<file path="src/rtl/syscall_unit_if.sv">
// Core-side syscall request/writeback bus and the buffered character stream.
// The unit attaches through the slave modport; the core/consumer side uses master.
interface syscall_unit_if #(
    parameter int DATA_W = 32,
    parameter int CODE_W = 8
);
    logic              enable;
    logic [CODE_W-1:0] v0;
    logic [DATA_W-1:0] a0;
    logic              stall;
    logic [DATA_W-1:0] ret_val;
    logic              ret_we;
    logic [7:0]        ch_data;
    logic              ch_valid;
    logic              ch_ready;

    modport master (
        output enable, v0, a0, ch_ready,
        input  stall, ret_val, ret_we, ch_data, ch_valid
    );

    modport slave (
        input  enable, v0, a0, ch_ready,
        output stall, ret_val, ret_we, ch_data, ch_valid
    );
endinterface

</file>
<file path="src/rtl/syscall_unit.sv">
// Syscall service unit: hex display, buffered char output, exit with drain-before-halt.
// Optional feature macro: SYSCALL_CYCLE_COUNT_EN (cycle counter readable via code 30).
module syscall_unit #(
    parameter int DATA_W     = 32,
    parameter int CODE_W     = 8,
    parameter int FIFO_DEPTH = 8
) (
    input  logic                clk,
    input  logic                reset,
    syscall_unit_if.slave       bus,
    output logic                halt,
    output logic [7:0]          exit_code,
    output logic [DATA_W-1:0]   hex_out,
    output logic                err_bad_code
);
    localparam int PTR_W = $clog2(FIFO_DEPTH);
    localparam logic [PTR_W:0]    FULL_CNT  = (PTR_W+1)'(FIFO_DEPTH);
    localparam logic [CODE_W-1:0] CODE_HEX  = CODE_W'(32'd1);
    localparam logic [CODE_W-1:0] CODE_EXIT = CODE_W'(32'd10);
    localparam logic [CODE_W-1:0] CODE_PUT  = CODE_W'(32'd11);
    localparam logic [CODE_W-1:0] CODE_EX2  = CODE_W'(32'd17);
`ifdef SYSCALL_CYCLE_COUNT_EN
    localparam logic [CODE_W-1:0] CODE_CYC  = CODE_W'(32'd30);
`endif

    typedef enum logic [1:0] {
        RUN    = 2'd0,
        DRAIN  = 2'd1,
        HALTED = 2'd2
    } state_t;

    state_t            state_r, state_next_s;
    logic [7:0]        mem_r [FIFO_DEPTH];
    logic [PTR_W-1:0]  wr_ptr_r, rd_ptr_r;
    logic [PTR_W:0]    count_r, count_next_s;
    logic              halt_r, err_r;
    logic [7:0]        exit_code_r;
    logic [DATA_W-1:0] hex_r;

    logic run_req_s, full_s, push_s, pop_s, known_s, exit_s;
    logic is_hex_s, is_put_s, is_exit_s, is_ex2_s, is_cyc_s;

    // Request decode, FIFO handshake and the combinational stall.
    always_comb begin
        run_req_s = (state_r == RUN) && bus.enable;
        is_hex_s  = (bus.v0 == CODE_HEX);
        is_put_s  = (bus.v0 == CODE_PUT);
        is_exit_s = (bus.v0 == CODE_EXIT);
        is_ex2_s  = (bus.v0 == CODE_EX2);
`ifdef SYSCALL_CYCLE_COUNT_EN
        is_cyc_s  = (bus.v0 == CODE_CYC);
`else
        is_cyc_s  = 1'b0;
`endif
        known_s   = is_hex_s | is_put_s | is_exit_s | is_ex2_s | is_cyc_s;
        exit_s    = run_req_s && (is_exit_s || is_ex2_s);
        full_s    = (count_r == FULL_CNT);
        push_s    = run_req_s && is_put_s && !full_s;
        pop_s     = (count_r != '0) && bus.ch_ready;
        bus.stall = (run_req_s && is_put_s && full_s) || (state_r == DRAIN);
        case ({push_s, pop_s})
            2'b10:   count_next_s = count_r + (PTR_W+1)'(1'b1);
            2'b01:   count_next_s = count_r - (PTR_W+1)'(1'b1);
            default: count_next_s = count_r;
        endcase
    end

    // Next-state logic; DRAIN leaves on the edge that empties the FIFO.
    always_comb begin
        state_next_s = state_r;
        case (state_r)
            RUN: begin
                if (exit_s) state_next_s = DRAIN;
                else        state_next_s = RUN;
            end
            DRAIN: begin
                if (count_next_s == '0) state_next_s = HALTED;
                else                    state_next_s = DRAIN;
            end
            HALTED:  state_next_s = HALTED;
            default: state_next_s = RUN;
        endcase
    end

    // State register and registered service outputs.
    always_ff @(posedge clk) begin
        if (reset) begin
            state_r     <= RUN;
            halt_r      <= 1'b0;
            err_r       <= 1'b0;
            exit_code_r <= 8'd0;
            hex_r       <= '0;
        end else begin
            state_r <= state_next_s;
            halt_r  <= (state_next_s == HALTED);
            err_r   <= run_req_s && !known_s;
            if (run_req_s && is_hex_s) hex_r <= bus.a0;
            if (run_req_s && is_exit_s)     exit_code_r <= 8'd0;
            else if (run_req_s && is_ex2_s) exit_code_r <= bus.a0[7:0];
        end
    end

    // FIFO pointers and occupancy; storage itself carries no reset.
    always_ff @(posedge clk) begin
        if (reset) begin
            wr_ptr_r <= '0;
            rd_ptr_r <= '0;
            count_r  <= '0;
        end else begin
            if (push_s) wr_ptr_r <= wr_ptr_r + PTR_W'(1'b1);
            if (pop_s)  rd_ptr_r <= rd_ptr_r + PTR_W'(1'b1);
            count_r <= count_next_s;
        end
    end

    // Character storage write port.
    always_ff @(posedge clk) begin
        if (push_s) mem_r[wr_ptr_r] <= bus.a0[7:0];
    end

`ifdef SYSCALL_CYCLE_COUNT_EN
    logic [DATA_W-1:0] cyc_r;

    // Free-running wrap-around cycle counter.
    always_ff @(posedge clk) begin
        if (reset) cyc_r <= '0;
        else       cyc_r <= cyc_r + DATA_W'(1'b1);
    end

    assign bus.ret_we  = run_req_s && is_cyc_s;
    assign bus.ret_val = (run_req_s && is_cyc_s) ? cyc_r : '0;
`else
    assign bus.ret_we  = 1'b0;
    assign bus.ret_val = '0;
`endif

    assign bus.ch_valid = (count_r != '0);
    assign bus.ch_data  = mem_r[rd_ptr_r];
    assign halt         = halt_r;
    assign err_bad_code = err_r;
    assign exit_code    = exit_code_r;
    assign hex_out      = hex_r;
endmodule

</file>
<file path="src/flat_wrapper.sv">
// flat-port wrapper written by rule: the top's interface ports become plain ports
module syscall_unit_flat 
#(
    parameter int DATA_W     = 32,
    parameter int CODE_W     = 8,
    parameter int FIFO_DEPTH = 8
)
  (clk, reset, halt, exit_code, hex_out, err_bad_code, bus_enable, bus_v0, bus_a0, bus_ch_ready, bus_stall, bus_ret_val, bus_ret_we, bus_ch_data, bus_ch_valid);
  syscall_unit_if #(.DATA_W(DATA_W), .CODE_W(CODE_W)) bus_i ();
  input  logic clk;
  input  logic reset;
  output logic halt;
  output logic [7:0] exit_code;
  output logic [DATA_W-1:0] hex_out;
  output logic err_bad_code;
  input wire logic [$bits(bus_i.enable)-1:0] bus_enable;
  input wire logic [$bits(bus_i.v0)-1:0] bus_v0;
  input wire logic [$bits(bus_i.a0)-1:0] bus_a0;
  input wire logic [$bits(bus_i.ch_ready)-1:0] bus_ch_ready;
  output wire logic [$bits(bus_i.stall)-1:0] bus_stall;
  output wire logic [$bits(bus_i.ret_val)-1:0] bus_ret_val;
  output wire logic [$bits(bus_i.ret_we)-1:0] bus_ret_we;
  output wire logic [$bits(bus_i.ch_data)-1:0] bus_ch_data;
  output wire logic [$bits(bus_i.ch_valid)-1:0] bus_ch_valid;
  assign bus_i.enable = bus_enable;
  assign bus_i.v0 = bus_v0;
  assign bus_i.a0 = bus_a0;
  assign bus_i.ch_ready = bus_ch_ready;
  assign bus_stall = bus_i.stall;
  assign bus_ret_val = bus_i.ret_val;
  assign bus_ret_we = bus_i.ret_we;
  assign bus_ch_data = bus_i.ch_data;
  assign bus_ch_valid = bus_i.ch_valid;
  syscall_unit #(.DATA_W(DATA_W), .CODE_W(CODE_W), .FIFO_DEPTH(FIFO_DEPTH)) u_core (.clk(clk), .reset(reset), .bus(bus_i), .halt(halt), .exit_code(exit_code), .hex_out(hex_out), .err_bad_code(err_bad_code));
endmodule
</file>
<file path="config.mk">
export PLATFORM = sky130hd
export DESIGN_NAME = syscall_unit_flat
export DESIGN_NICKNAME = d
export VERILOG_FILES = /design/src/rtl/syscall_unit_if.sv /design/src/rtl/syscall_unit.sv /design/src/flat_wrapper.sv
export SDC_FILE = /design/constraint.sdc
export NUM_CORES = 1
export LEC_CHECK = 0
export CORE_ASPECT_RATIO = 0.7
export CORE_UTILIZATION = 52
export DETAILED_ROUTE_END_ITERATION = 12
export PLACE_DENSITY = 0.91
export SETUP_SLACK_MARGIN = 0.4
export SYNTH_ARGS = -nofsm -noshare
export SYNTH_HDL_FRONTEND = slang
export SYNTH_SLANG_ARGS = --single-unit
export TNS_END_PERCENT = 10
</file>
<file path="constraint.sdc">
create_clock -name clk -period 6.65 [get_ports clk]
set_input_delay 1.995 -clock clk [delete_from_list [all_inputs] [get_ports clk]]
set_output_delay 1.995 -clock clk [all_outputs]
set_load 0.005 [all_outputs]
</file>
Word-level counts from Yosys, hierarchy flattened
Memory sizes are Yosys's and may differ from the RTL's. A register that Yosys moved wholly into a read port is not among the register bits.
Cells that the tools add are included.
- register bits after elaboration: 54
- RAM bits: 64
- input port bits: 44
- output and inout bits: 85
- logic and storage cells: 52
- memories: 1
- memory list (memory ; depth ; bits a word ; read ports ; clocked after Yosys merged registers in ; wr ports ; RTL line ; RTL):
    u_core.mem_r ; 8 ; 8 ; 1 ; 1 ; 1 ; syscall_unit.sv:33 ; logic [7:0] mem_r [FIFO_DEPTH];
- add/sub/neg operators: 4
- equal/unequal tests: 10
- mux-type cells: 8
- bitwise gates (word level): 3
- reductions and logical operators: 18
- operators with widths (cell ; number):
    == test 8 x 4 -> 1 bit (second input constant) ; 2
    logical AND 1 bit ; 10
    == test 8 x 1 -> 1 bit (second input constant) ; 1
    == test 8 x 5 -> 1 bit (second input constant) ; 1
    case mux 4 bit (2 select lines) ; 1
    adder 3 x 1 -> 3 bit (second input constant) ; 2
    == test 2 bit (second input constant) ; 3
    two-way mux 3 bit ; 2
    case mux 2 bit (3 select lines) ; 1
    adder 4 x 1 -> 4 bit (second input constant) ; 1
    == test 2 x 1 -> 1 bit (second input constant) ; 2
    == test 4 bit (second input constant) ; 1
    logical NOT 4 bit ; 1
    nonzero test 4 bit ; 1
    subtractor 4 x 1 -> 4 bit (second input constant) ; 1
    two-way mux 1 bit ; 3
    bitwise OR 1 bit ; 3
    logical NOT 1 bit ; 2
    logical NOT 2 bit ; 1
    logical OR 1 bit ; 2
    two-way mux 2 bit ; 1
    OR reduction 2 bit ; 1

Depth between registers and ports, before layout
Gate-level depths: netlist (run 1).
- depth in word-level cells: 10
- gate-level depth with buffers: 11
- depth with buffers taken out: 10

Worst setup path after synthesis (run 1)
Ideal clock, no wire load.
- path type: input to output
- start: input port bus_v0[2]
- end: output port bus_stall
- arrival: 2.858 ns
- required time: 4.655 ns
- path slack: 1.797 ns
- stages: 4
- buffers on the path: 0
- cell sequence: or4_4 -> nor3_1 -> a21oi_1 -> nor2_1
- word-level cells in the longest chain between the ends: 4
- RTL lines (item ; RTL line ; RTL):
    from (decl) ; flat_wrapper.sv:17 ; input wire logic [$bits(bus_i.v0)-1:0] bus_v0;
    == test 8 x 4 -> 1 bit ; syscall_unit.sv:47 ; is_put_s = (bus.v0 == CODE_PUT);
    logical AND 1 bit (2 in a row) ; syscall_unit.sv:60 ; bus.stall = (run_req_s && is_put_s && full_s) || (state_r == DRAIN);
    logical OR 1 bit ; syscall_unit.sv:60 ;
    to (decl) ; flat_wrapper.sv:20 ; output wire logic [$bits(bus_i.stall)-1:0] bus_stall;
No other way between the ends.

Worst setup path in the final report (run 1)
Same ends and word-level chain as after synthesis.

==> metrics.md, run 1 <==
| Metric | Value |
|---|---|
| Clk pin slew, worst setup/hold paths | 50 ps |
| Drt drc | 0 |
| Synth top area share | 38.7% |
| Finished Layout Cells | 638 |
| Worst setup startpoint | bus_v0[2] |
| Final setup fails | 0 |
| Wire length per cell | 17.9 um |
| Outcome | finished, final reports clean |
| Number of flops mapped to enable cells by yosys | 64 |
| Fin Clk Skew | 5.88 ps |
| Largest net degree at the start of global routing | 49 |
| Crit path time final | 5910 ps |
| Share of layout cells above drive strength 1 | 12.1% |
| Post-CTS resize count | 0 |
| Seq cells post-synth | 121 |
| Number of global-route vias before repair | 3,476 |
| DRT antenna net count | 0 |
| Distinct cells, synth | 43 |
| Setup_tns | 0 ps |
| Final hold viol count | 0 |
| DP Cell Count | 606 |
| Total global routing overflow | 0 |
| Synth area leader | edfxtp_1 |
| First-pass GRT wire length | 17,700 um |
| Cells after Synth | 405 |
| Buffers on Ports | 95 |
| Slew @ Worst Pin | 1110 ps |
| Biggest cell delay along the critical path | 600 ps |
| Die height | 83.8 um |
| Worst-path fanout max | 4 |
| N_diodes | 0 |
| Initial antenna violation count | 0 |
| Crit-path cells | clkdlybuf4s50_1, or4_4, nor3_1, a21oi_1, nor2_1, clkdlybuf4s50_1 |
| Cell at the slowest stage of the critical path | or4_4 |
| Crit path max-delay family | buffers and inverters |
| Clock sinks | 121 |
| Final WL | 11,400 um |
| Reg area | 0.00306 mm^2 |
| Post-CTS setup buffers | 0 |
| Sequential cell area fraction in the yosys report | 61.6% |
| CTS hold repair buffers | 0 |
| CTS tree | yes |
| FILL cells | 591 |
| Synth area leaders | edfxtp_1 (39%), dfxtp_1 (23%), mux4_2 (7.3%), nand2_1 (5.2%), buf_4 (5.0%) |
| Leak | 2.31 nW |
| Pwr dens | 265 mW/mm^2 |
| Max-cap viol count | 0 |
| Crit Path Class | in2out |
| Syn avg cell area | 12.3 um^2 |
| Peak VDD IR | 0.000230 V |
| Multi-input logic area | 0.00169 mm^2 |
| Max_slew headroom | 25.1% |
| Iteration count of the initial detailed-routing pass | 5 |
| Vias | 3,432 |
| R2r startpoint | u_core.state_r[0] |
| DIE WIDTH | 119 um |
| Root Buffer | clkbuf_16 |
| Final nets | 550 |
| Syn. warnings | 0 |
| Die area | 0.00996 mm^2 |
| Initial core utilization | 54.1% |
| DP HPWL | 7410 um |
| Worst hold path type | reg2reg |
| Clk buf depth | 2 |
| Cell Area, Synth | 0.00497 mm^2 |
| WP data required | 4660 ps |
| Hold path startpoint | u_core.hex_out[7] |
| Most used cell, CP | clkdlybuf4s50_1 |
| Synth Flop Type | edfxtp_1 |
| Layout area overhead | 30.1% |
| 1st-iter DRT viols | 266 |
| RSZ-0062 raised after global routing | no |
| CTS buffer count | 17 |
| RD Place Congestion | 0.779 |
| Row cnt | 29 |
| Final Max Tran Viols | 0 |
| Fmax | 169 MHz |
| CP Capture Type | output pin |
| Critical Path Source Type | input port |
| IO Pins | 129 |
| Top post-synthesis cells by count | nand2_1 (69), edfxtp_1 (64), dfxtp_1 (57) |
| Final period util | 88.9% |
| Htree depth | 4 |
| Most common cell in the netlist | nand2_1 |
| Synth async-reset ratio | 0% |
| Signal arrival time at the worst endpoint | 3920 ps |
| Worst-Skew Late Latency | 410 ps |
| Core Box Area | 0.00918 mm^2 |
| Tot GR Track Use | 24.2% |
| Via/cell ratio | 5.38 |
| Buffers and inverters on the worst path | 2 |
[stage by stage]
| stage | total power, mW | hold WS [ps] | setup slack (ps) | utilization (%) | instance area (um^2) |
|---|---|---|---|---|---|
| after CTS | 1.72 | 455 | 738 | 70.4 | 6460 |
| after global placement | 0.853 | 441 | 736 | 64.2 | 5900 |
| final | 1.71 | 451 | 738 | 70.4 | 6460 |
| after global routing | 1.76 | 469 | 718 | 70.4 | 6460 |
| after detailed placement | 0.855 | 449 | 745 | 64.2 | 5900 |
| after floorplan | 0.831 | 453 | 1800 | - | 5090 |
[flip-flops by register name, indices dropped and copies added, names as in the netlist, named ones only]
name / flops
u_core.count_r: 4
u_core.err_bad_code: 1
u_core.exit_code: 8
u_core.halt: 1
u_core.hex_out: 32
u_core.mem_r: 64
u_core.rd_ptr_r: 3
u_core.state_r: 2
u_core.wr_ptr_r: 3
[worst register-to-register path: stages (launching register included)]
cell and delay [ps]:
dfxtp_1 350, or3b_2 540, or4_1 610, ha_1 330, xor2_1 190, ha_1 220
a21oi_1 200, mux2i_1 250, xor2_1 330, a41oi_1 170
[layout make-up]
class / count / share of cell area, %
clock buffer: 24 / 7.76
clock inverter: 8 / 1.05
inverter: 4 / 0.232
multi-input combinational: 259 / 26.2
sequential: 121 / 47.4
tap: 124 / 2.40
timing repair buffer: 98 / 15.0
[routing by layer]
metal | vias to the layer above | part of all wire [%] | GRT usage, % | routed length [um]
met1 | 1687 | 39 | 28.6 | 4500
met2 | 150 | 52 | 40.6 | 5890
met4 | 0 | 1.2 | 10.9 | 141
met3 | 14 | 7.9 | 7.58 | 901
li1 | 1581 | - | - | -
met5 | - | 0 | 0 | 0
[cells by family (layout without fill, tap and decap cells)]
family	Yosys count	after routing	synth area share (%)
other	1	33	0.0755
adder cells (fa/ha/maj)	5	5	1.26
multiplexers	35	35	11.3
XOR/XNOR	5	5	0.881
flip-flops	121	121	61.6
buffers and inverters	57	134	6.85
AO/OA/AOI/OAI	52	52	5.82
AND/OR/NAND/NOR	129	129	12.2
[placed cells by master (no fill, tap or decap), types with 4 or more instances in the layout]
cell type        synthesis  routed
nand2b_1                 4       4
mux2_2                   8       8
clkbuf_8                 0       5
dfxtp_1                 57      57
edfxtp_1                64      64
mux4_2                  16      16
nor2_1                  24      24
conb_1                   1      33
clkdlybuf4s50_1          0      94
nand3_1                  4       4
clkbuf_16                0      17
inv_1                    4       4
mux2i_1                 11      11
ha_1                     5       5
a21oi_1                 39      39
xor2_1                   5       5
nor3_1                   5       5
nand2_1                 69      69
[where the power goes]
group | switching (mW) | internal [mW]
combinational | 0.0269 | 0.0269
sequential | 0.000599 | 0.787
clock | 0.310 | 0.558
total | 0.338 | 1.37
[path summary, 6_finish.rpt]
path	to	slack, ps	depth (start not counted)
max	bus_stall	740	6
min	u_core.hex_out[7]	450	2
max reg2reg	u_core.state_r[0]	3320	9
min reg2reg	u_core.hex_out[7]	450	2
Note: power is estimated with default switching activity, not from simulation.
==> inputs of run 2 (changes only) <==
--- a/config.mk
+++ b/config.mk
@@ -6,9 +6,10 @@
 export NUM_CORES = 1
 export LEC_CHECK = 0
 export CORE_ASPECT_RATIO = 0.7
-export CORE_UTILIZATION = 52
+export CORE_UTILIZATION = 40
+export CTS_CLUSTER_SIZE = 10
 export DETAILED_ROUTE_END_ITERATION = 12
-export PLACE_DENSITY = 0.91
+export PLACE_DENSITY = 0.75
 export SETUP_SLACK_MARGIN = 0.4
 export SYNTH_ARGS = -nofsm -noshare
 export SYNTH_HDL_FRONTEND = slang
==> metrics.md, run 2 (synthesized netlist as in run 1, its figures left out) <==
| Metric | Value |
|---|---|
| Cell at the slowest stage of the critical path | or4_4 |
| Initial core utilization | 41.8% (-12 points) |
| Outcome | finished, final reports clean |
| Final period util | 88.5% (-0.35 points) |
| Fmax | 170 MHz (+0.40%) |
| Max reg flops | 64 (unchanged) |
| Clock sinks | 121 (unchanged) |
| N_diodes | 0 (unchanged) |
| Final setup fails | 0 (unchanged) |
| 1st-iter DRT viols | 146 (-45%) |
| Htree depth | 4 (unchanged) |
| Via/cell ratio | 4.95 (-8.0%) |
| Signal arrival time at the worst endpoint | 3890 ps (-30 ps) |
| Number of global-route vias before repair | 3,331 (-4.2%) |
| IO Pins | 129 (unchanged) |
| Worst-Skew Late Latency | 410 ps (about the same) |
| Largest net degree at the start of global routing | 49 (unchanged) |
| Buffers on Ports | 95 (unchanged) |
| Fin area | 0.00652 mm^2 (+0.91%) |
| RSZ-0062 raised after global routing | no |
| Share of layout cells above drive strength 1 | 12.3% (+0.19 points) |
| Post-DP Area | 0.00594 mm^2 (+0.70%) |
| Top reg by flops | u_core.mem_r |
| Crit-path cells | clkdlybuf4s50_1, or4_4, nor3_1, a21oi_1, nor2_1, clkdlybuf4s50_1 |
| Final hold viol count | 0 (unchanged) |
| Leak | 2.31 nW (+0.13%) |
| Commonest cells after routing, fill and taps aside | clkdlybuf4s50_1 (94), nand2_1 (69), edfxtp_1 (64) |
| Root Buffer | clkbuf_16 |
| Pwr dens | 268 mW/mm^2 (+1.3%) |
| Max_slew headroom | 25.4% (+0.36 points) |
| Worst hold path type | reg2reg |
| CTS tree | yes |
| Most used cell, CP | clkdlybuf4s50_1 |
| CTS buffer count | 17 (unchanged) |
| Wire length per cell | 16.0 um (-11%) |
| Worst-path fanout max | 4 (unchanged) |
| Max-cap viol count | 0 (unchanged) |
| Biggest cell delay along the critical path | 580 ps (-20 ps) |
| Tot GR Track Use | 18.1% (-6.1 points) |
| Critical Path Source Type | input port |
| RD Place Congestion | 0.728 (-6.6%) |
| Final nets | 550 (unchanged) |
| DRT antenna net count | 0 (unchanged) |
| Vias | 3,321 (-3.2%) |
| Crit Path Class | in2out |
| Post-CTS setup buffers | 0 (unchanged) |
| Iteration count of the initial detailed-routing pass | 4 (-1) |
| Post-CTS resize count | 0 (unchanged) |
| Initial antenna violation count | 0 (unchanged) |
| Final WL | 10,700 um (-6.1%) |
| DIE WIDTH | 135 um (+14%) |
| Setup_tns | 0 ps (unchanged) |
| Crit path time final | 5890 ps (-23.4 ps) |
| Drt drc | 0 (unchanged) |
| Peak VDD IR | 0.000167 V (-27%) |
| Core Box Area | 0.0119 mm^2 (+30%) |
| Die area | 0.0129 mm^2 (+29%) |
| Row cnt | 33 (+14%) |
| WP data required | 4660 ps (about the same) |
| First-pass GRT wire length | 17,000 um (-4.4%) |
| Layout area overhead | 31.3% |
| Clk buf depth | 2 (unchanged) |
| Commonest non-fill, non-tap cell in the layout | clkdlybuf4s50_1 |
| Total global routing overflow | 0 (unchanged) |
| CP Capture Type | output pin |
| Fin Clk Skew | 10.7 ps (+4.81 ps) |
| Slew @ Worst Pin | 1120 ps (+3.29 ps) |
| CTS hold repair buffers | 0 (unchanged) |
| Die height | 95.2 um (+14%) |
| Final Max Tran Viols | 0 (unchanged) |
| Clk pin slew, worst setup/hold paths | 60 ps (about the same) |
| DP HPWL | 7030 um (-5.2%) |
[run 2: changes by cell type in the layout (fill, tap and decap cells not counted)]
cell / previous run / this run
clkinv_2: 3 / 4
clkinv_1: 2 / 1
clkinv_4: 0 / 2
clkbuf_8: 5 / 0
clkinvlp_4: 2 / 3
bufinv_16: 1 / 3
[run 2: final cells by class]
class,count,area (um^2)
flip-flops and latches,121,3060
clock inverters,13,154
inverters,4,15.0
repair buffers,98,968
fillers,982,5370
multi-input cells,259,1690
clock buffers,19,433
well taps,157,196
[run 2: per-stage QoR]
stage / setup slack [ps] / utilization [%] / power (mW) / hold slack [ps] / cells
after global placement: 785 / 49.9 / 0.854 / 442 / 639
after detailed placement: 785 / 49.9 / 0.855 / 448 / 639
after global routing: 712 / 54.9 / 1.80 / 469 / 671
after floorplan: 1800 / - / 0.831 / 453 / 437
after CTS: 777 / 54.9 / 1.76 / 457 / 671
final: 762 / 54.9 / 1.75 / 454 / 671
[run 2: routing by layer]
| metal | track usage (%) | part of all wire, % | up-vias |
|---|---|---|---|
| met5 | 0 | 0 | - |
| met3 | 6.86 | 8.8 | 12 |
| met2 | 27.8 | 45 | 141 |
| li1 | - | - | 1571 |
| met1 | 22.8 | 44 | 1597 |
| met4 | 8.33 | 1.7 | 0 |
[run 2: final timing paths]
kind	endpoint	start	depth (start not counted)	slack (ps)
worst min register to register	u_core.hex_out[14]	u_core.hex_out[14]	2	450
worst max-delay path	bus_stall	bus_v0[2]	6	760
worst min-delay path	u_core.hex_out[14]	u_core.hex_out[14]	2	450
worst max register to register	u_core.state_r[0]	u_core.state_r[0]	9	3540
[run 2: worst max-delay path: cells and delay by family]
| kind | cells | cell delay (ps) |
|---|---|---|
| buffers and inverters | 2 | 930 |
| and+or+nand+nor | 3 | 870 |
| AOI/OAI and AO/OA | 1 | 90 |
[run 2: report_power, final]
part           switching (mW)  internal, mW  leakage [nW]
Clock                   0.323         0.585         0.280
Combinational          0.0262        0.0269         0.997
Sequential           0.000542         0.787          1.03
Total                   0.350          1.40          2.31
